`src/rtl/prbs_test_sequencer.sv`:
```
// rtl/prbs_test_sequencer.sv - PRBS run sequencer: loads word/count, scores pass/timeout per run
// Optional seed rotation between runs: PRBS_SEQ_SEED_ROTATE_EN
module prbs_test_sequencer #(
    parameter int data_width       = 32,
    parameter int Repetitive_width = 8,
    parameter int RUNS_W           = 8,
    parameter int TIMEOUT          = 256
) (
    input  logic                        CLK,
    input  logic                        RST,
    input  logic                        start,
    input  logic                        abort,
    input  logic [data_width-1:0]       cfg_word,
    input  logic [Repetitive_width-1:0] cfg_n,
    input  logic [RUNS_W-1:0]           cfg_runs,
    input  logic                        pattern_correct,
    output logic [data_width-1:0]       IN,
    output logic [Repetitive_width-1:0] N,
    output logic                        Valid,
    output logic                        busy,
    output logic                        done,
    output logic [RUNS_W-1:0]           pass_cnt,
    output logic [RUNS_W-1:0]           fail_cnt
);

    localparam int TW = $clog2(TIMEOUT);
    localparam logic [TW-1:0] T_LAST = TW'(TIMEOUT - 1);

    typedef enum logic [2:0] {S_IDLE, S_LOAD, S_WAIT, S_NEXT, S_DONE} state_t;

    state_t                        state, state_n;
    logic [data_width-1:0]         word_q, word_n;
    logic [Repetitive_width-1:0]   n_q, n_n;
    logic [RUNS_W-1:0]             runs_q, runs_n;
    logic [RUNS_W-1:0]             run_cnt, run_n;
    logic [TW-1:0]                 timer, timer_n;
    logic                          pc_prev;
    logic                          pc_rise;
    logic [RUNS_W-1:0]             pass_n, fail_n;
    logic [data_width-1:0]         in_n;
    logic [Repetitive_width-1:0]   n_out_n;

    assign pc_rise = pattern_correct & ~pc_prev;

    always_comb begin
        state_n = state;
        word_n  = word_q;
        n_n     = n_q;
        runs_n  = runs_q;
        run_n   = run_cnt;
        timer_n = timer;
        pass_n  = pass_cnt;
        fail_n  = fail_cnt;
        case (state)
            S_IDLE: begin
                if (start) begin
                    word_n  = cfg_word;
                    n_n     = cfg_n;
                    runs_n  = cfg_runs;
                    run_n   = '0;
                    pass_n  = '0;
                    fail_n  = '0;
                    state_n = (cfg_runs == '0) ? S_DONE : S_LOAD;
                end
            end
            S_LOAD: begin
                timer_n = '0;
                state_n = S_WAIT;
            end
            S_WAIT: begin
                // A pass wins over a timeout landing in the same cycle
                if (pc_rise) begin
                    pass_n  = (&pass_cnt) ? pass_cnt : pass_cnt + RUNS_W'(1);
                    state_n = S_NEXT;
                end else if (timer == T_LAST) begin
                    fail_n  = (&fail_cnt) ? fail_cnt : fail_cnt + RUNS_W'(1);
                    state_n = S_NEXT;
                end else begin
                    timer_n = timer + TW'(1);
                end
            end
            S_NEXT: begin
                if (run_cnt == runs_q - RUNS_W'(1)) begin
                    state_n = S_DONE;
                end else begin
                    run_n   = run_cnt + RUNS_W'(1);
`ifdef PRBS_SEQ_SEED_ROTATE_EN
                    word_n  = {word_q[data_width-2:0], word_q[data_width-1]};
`endif
                    state_n = S_LOAD;
                end
            end
            S_DONE:  state_n = S_IDLE;
            default: state_n = S_IDLE;
        endcase
        if (abort && (state != S_IDLE)) begin
            state_n = S_IDLE;
            pass_n  = pass_cnt;
            fail_n  = fail_cnt;
        end
        // Outputs are registered from the next state so they line up with it
        in_n    = IN;
        n_out_n = N;
        if (state_n == S_LOAD) begin
            in_n    = word_n;
            n_out_n = n_n;
        end
    end

    always_ff @(posedge CLK) begin
        if (!RST) begin
            state    <= S_IDLE;
            word_q   <= '0;
            n_q      <= '0;
            runs_q   <= '0;
            run_cnt  <= '0;
            timer    <= '0;
            pc_prev  <= 1'b0;
            IN       <= '0;
            N        <= '0;
            Valid    <= 1'b0;
            busy     <= 1'b0;
            done     <= 1'b0;
            pass_cnt <= '0;
            fail_cnt <= '0;
        end else begin
            state    <= state_n;
            word_q   <= word_n;
            n_q      <= n_n;
            runs_q   <= runs_n;
            run_cnt  <= run_n;
            timer    <= timer_n;
            pc_prev  <= pattern_correct;
            IN       <= in_n;
            N        <= n_out_n;
            Valid    <= (state_n == S_LOAD);
            busy     <= (state_n != S_IDLE);
            done     <= (state_n == S_DONE);
            pass_cnt <= pass_n;
            fail_cnt <= fail_n;
        end
    end

endmodule

```
`config.mk`:
```
export PLATFORM = sky130hd
export DESIGN_NAME = prbs_test_sequencer
export DESIGN_NICKNAME = d
export VERILOG_FILES = /design/src/rtl/prbs_test_sequencer.sv
export SDC_FILE = /design/constraint.sdc
export NUM_CORES = 1
export LEC_CHECK = 0
export CORE_ASPECT_RATIO = 1.4
export CORE_UTILIZATION = 26
export CTS_BUF_LIST = sky130_fd_sc_hd__clkbuf_8
export DETAILED_ROUTE_END_ITERATION = 10
export PLACE_DENSITY = 0.45
export SYNTH_ARGS = -nofsm -noshare
export SYNTH_HDL_FRONTEND = slang
export SYNTH_SLANG_ARGS = --single-unit
```
`constraint.sdc`:
```
create_clock -name CLK -period 2.35 [get_ports CLK]
set_input_delay 0.47 -clock CLK [delete_from_list [all_inputs] [get_ports CLK]]
set_output_delay 0.47 -clock CLK [all_outputs]
set_load 0.005 [all_outputs]
```
==> impl_metrics.json <==
{
  "status": "finished with violations",
  "violations": "negative setup slack",
  "setup_viol": 41,
  "gp_congestion": 0.748,
  "comb_power_share_pct": 16.6,
  "path_cells": "buf_6, or3_4, o311ai_4, a32oi_4, a31oi_4, nand3_4, buf_12, clkbuf_16, mux2_4",
  "vias_per_cell": 4.51,
  "synthCells": 592,
  "synth_fp_nets": 650,
  "n_antenna_cell": 0,
  "dp_hpwl_microns": 10200,
  "seqCellArea_sq_um": 2540,
  "crit_type": "register to register",
  "cp.required_ps": 2690,
  "power.internal_w": 0.00381,
  "maxSlewHeadroom_pct": 46.4,
  "grt_antenna_before_repair": 0,
  "synthesis.area_sq_um": 5640,
  "cts_sinks": 127,
  "cpLargestDelayFamily": "compound AO/OA/AOI/OAI gates",
  "cts_made_buffers": 17,
  "synth.avg_cell_area_sq_um": 9.53,
  "synthArstFlopShare_pct": 0,
  "placed_cell_area_sq_um": 7340,
  "grt_max_degree": 49,
  "area_growth_pct": 41.5,
  "fin_util_pct": 37.6,
  "crit_slowest_cell": "or3_4",
  "drive_above_1_share_pct": 20.6,
  "swShare_pct": 26.7,
  "drtIter0Drc": 162,
  "ir_drop_mv": 0.285,
  "cts.htree.levels": 4,
  "num_vias": 4572,
  "worstHoldStart": "word_q[21]$_SDFF_PN0_",
  "r2r_start": "runs_q[0]$_SDFFE_PN0P_",
  "seq_area_frac_synth_pct": 45.1,
  "cts_hold_buf": 0,
  "multi_input_area_sq_um": 3050,
  "cts_max_path_buffers": 2,
  "synth_ff_type": "dfxtp_1",
  "clockRootBuffer": "clkbuf_8",
  "die_y_microns": 176,
  "critical_path_buf_inv_count": 3,
  "worstSetupEndpointType": "register",
  "cp_max_fo": 8,
  "finalCritPeriodShare_pct": 104,
  "finalMaxSlewViolations": 0,
  "ios": 112,
  "drt_first_pass_iters": 4,
  "layout.nets": 798,
  "row_count": 63,
  "finClkSkew_ps": 12.8,
  "whs_ps": 482,
  "totalWireLength_microns": 14800,
  "min_path_type": "register to register",
  "worst_slack_ps": -88.9,
  "ys_ff_latch": 127,
  "start_util_pct": 26.6,
  "dieArea_sq_um": 22300,
  "seq_power_share_pct": 44.4,
  "clockPowerShare_pct": 39.0,
  "post-route-drc-count": 0,
  "design_area_sq_um": 7980,
  "power_density_nw_per_um2": 652,
  "critPathMaxStageDelay_ps": 410,
  "post-route-min-period_ps": 2440,
  "path_clk_slew_ps": 90,
  "portBuffers": 111,
  "dp_cells": 974,
  "tightest_slew_ps": 804,
  "worstPathArrival_ps": 2770,
  "track_usage_pct": 13.8,
  "finalPower_w": 0.00520,
  "p_switching_w": 0.00139,
  "clock.fmax_mhz": 410,
  "startpoint": "runs_q[0]$_SDFFE_PN0P_",
  "grt_setup_unrepaired": "yes",
  "ant_nets": 0,
  "hold_viol": 0,
  "die_x_microns": 126,
  "clk_latency_ps": 450,
  "yosysWarnings": 0,
  "cts_tree": "done",
  "final_cells": 1013,
  "wl_per_cell_microns": 14.6,
  "grt_overflow": 0,
  "placeableCoreArea_sq_um": 21200,
  "grt_pass1_vias": 4825,
  "synth_edf_count": 0,
  "nFillCells": 2127,
  "synthDistinctLibCells": 58,
  "grt_pass1_wl_microns": 23900,
  "p_leak_nw": 3.11,
  "start_kind": "register",
  "max_cap_violations": 0
}
==> cells in the mapped netlist, types with 2 or more instances <==
cell | instances | area share, %
clkbuf_1 | 23 | 1.5
nand3_1 | 10 | 0.89
or2_2 | 3 | 0.33
buf_6 | 4 | 0.80
ha_1 | 5 | 1.1
and3_1 | 5 | 0.55
mux2_4 | 40 | 11
a31oi_1 | 2 | 0.22
buf_2 | 3 | 0.27
or3_1 | 2 | 0.22
nor4b_1 | 2 | 0.31
and2_1 | 50 | 5.5
buf_1 | 3 | 0.20
nand4_1 | 7 | 0.78
nor3_1 | 8 | 0.71
nor2_1 | 33 | 2.2
o211ai_1 | 2 | 0.27
a31o_2 | 4 | 0.62
nand2_1 | 115 | 7.7
nor2b_1 | 3 | 0.33
a21boi_0 | 51 | 6.8
xor2_1 | 11 | 1.7
dfxtp_1 | 127 | 45
a21oi_1 | 10 | 0.89
nand4b_1 | 2 | 0.31
nor4_1 | 3 | 0.33
a21o_1 | 4 | 0.53
nand2b_1 | 5 | 0.55
inv_1 | 6 | 0.40
xnor2_1 | 18 | 2.8
nor3b_1 | 3 | 0.40
o21ai_0 | 2 | 0.18
==> worst register-to-register path, delay by kind of cell (launching register included) <==
kind / cells / cell delay, ps
and+or+nand+nor: 2 / 510
AOI/OAI and AO/OA: 3 / 740
muxes: 1 / 290
DFF: 1 / 340
buffers and inverters: 3 / 450
==> repair_timing <==
action	4_1_cts	5_1_grt
pin swaps	4	7
endpoints found under the setup margin	45	46
resized for setup	17	2
cloned	0	3
buffers inserted	2	2
==> per-layer routing <==
layer	vias up	track usage (%)	part of all wire, %
met5	-	0	0
met4	0	4.97	1.9
met3	19	5.09	5.5
met2	98	24.3	50
met1	2157	15.2	43
li1	2298	-	-
==> through the flow <==
| step | setup TNS, ps | worst slack [ps] |
|---|---|---|
| 2_1_floorplan | 0 | 20.5 |
| 5_1_grt | -5680 | -150 |
| 4_1_cts | -2350 | -77.0 |
| 6_report | -2940 | -88.9 |
| 3_3_place_gp | -17590 | -436 |
| 3_5_place_dp | -21180 | -525 |
==> power by group through the flow <==
stage	clock, W	sequential (W)	combinational [W]
6_report	0.00203	0.00231	0.000864
5_1_grt	0.00220	0.00232	0.000939
4_1_cts	0.00211	0.00231	0.000829
3_5_place_dp	0	0.00236	0.000800
3_3_place_gp	0	0.00236	0.000789
2_1_floorplan	0	0.00235	0.000437
==> area by class of cell <==
cell class                 instances  area share [%]
multi-input combinational        426            38.2
sequential                       127            31.9
timing repair buffer             162            20.3
tap                              260            4.08
clock buffer                      17            2.93
clock inverter                    15            2.31
inverter                           6           0.282
==> flip-flops by register name, indices dropped and copies added (netlist names) <==
signal    count
IN           32
word_q       32
N             8
fail_cnt      8
n_q           8
pass_cnt      8
run_cnt       8
runs_q        8
timer         8
state         3
Valid         1
busy          1
done          1
pc_prev       1
==> layout by cell type (no fill, tap or decap), types with 3 or more instances in the layout <==
cell type	instances
dfxtp_1	126
nand2_1	114
clkdlybuf4s50_1	110
a21boi_0	51
and2_1	49
mux2_4	40
buf_4	39
nor2_1	33
xnor2_1	17
clkbuf_8	17
xor2_1	11
nand3_1	10
a21oi_1	10
nor3_1	7
nand4_1	7
inv_6	7
inv_1	6
and3_1	5
buf_12	5
a31o_2	4
a21o_1	4
nand2b_1	4
ha_1	4
buf_6	4
nor3b_1	3
nor2b_1	3
nor4_1	3
bufinv_16	3
clkbuf_16	3
==> path summary, 6_finish.rpt <==
path,endpoint,slack [ps],depth (start not counted)
setup / recovery,IN[31]$_SDFFE_PN0N_,-90,9
hold / removal,word_q[21]$_SDFF_PN0_,480,2
setup reg to reg,IN[31]$_SDFFE_PN0N_,-90,9
hold reg to reg,word_q[21]$_SDFF_PN0_,480,2
==> cell families (layout without fill, tap and decap cells) <==
kind of cell | Yosys count | in the layout | share of synthesized area [%]
muxes | 41 | 41 | 10.8
xor gates and xnor gates | 29 | 29 | 4.50
AOI/OAI and AO/OA | 90 | 90 | 12.5
buffers and inverters | 39 | 200 | 3.19
adders and majority gates | 5 | 5 | 1.11
DFF | 127 | 127 | 45.1
and+or+nand+nor | 261 | 261 | 22.8
Power figures use the tool's default switching activity.
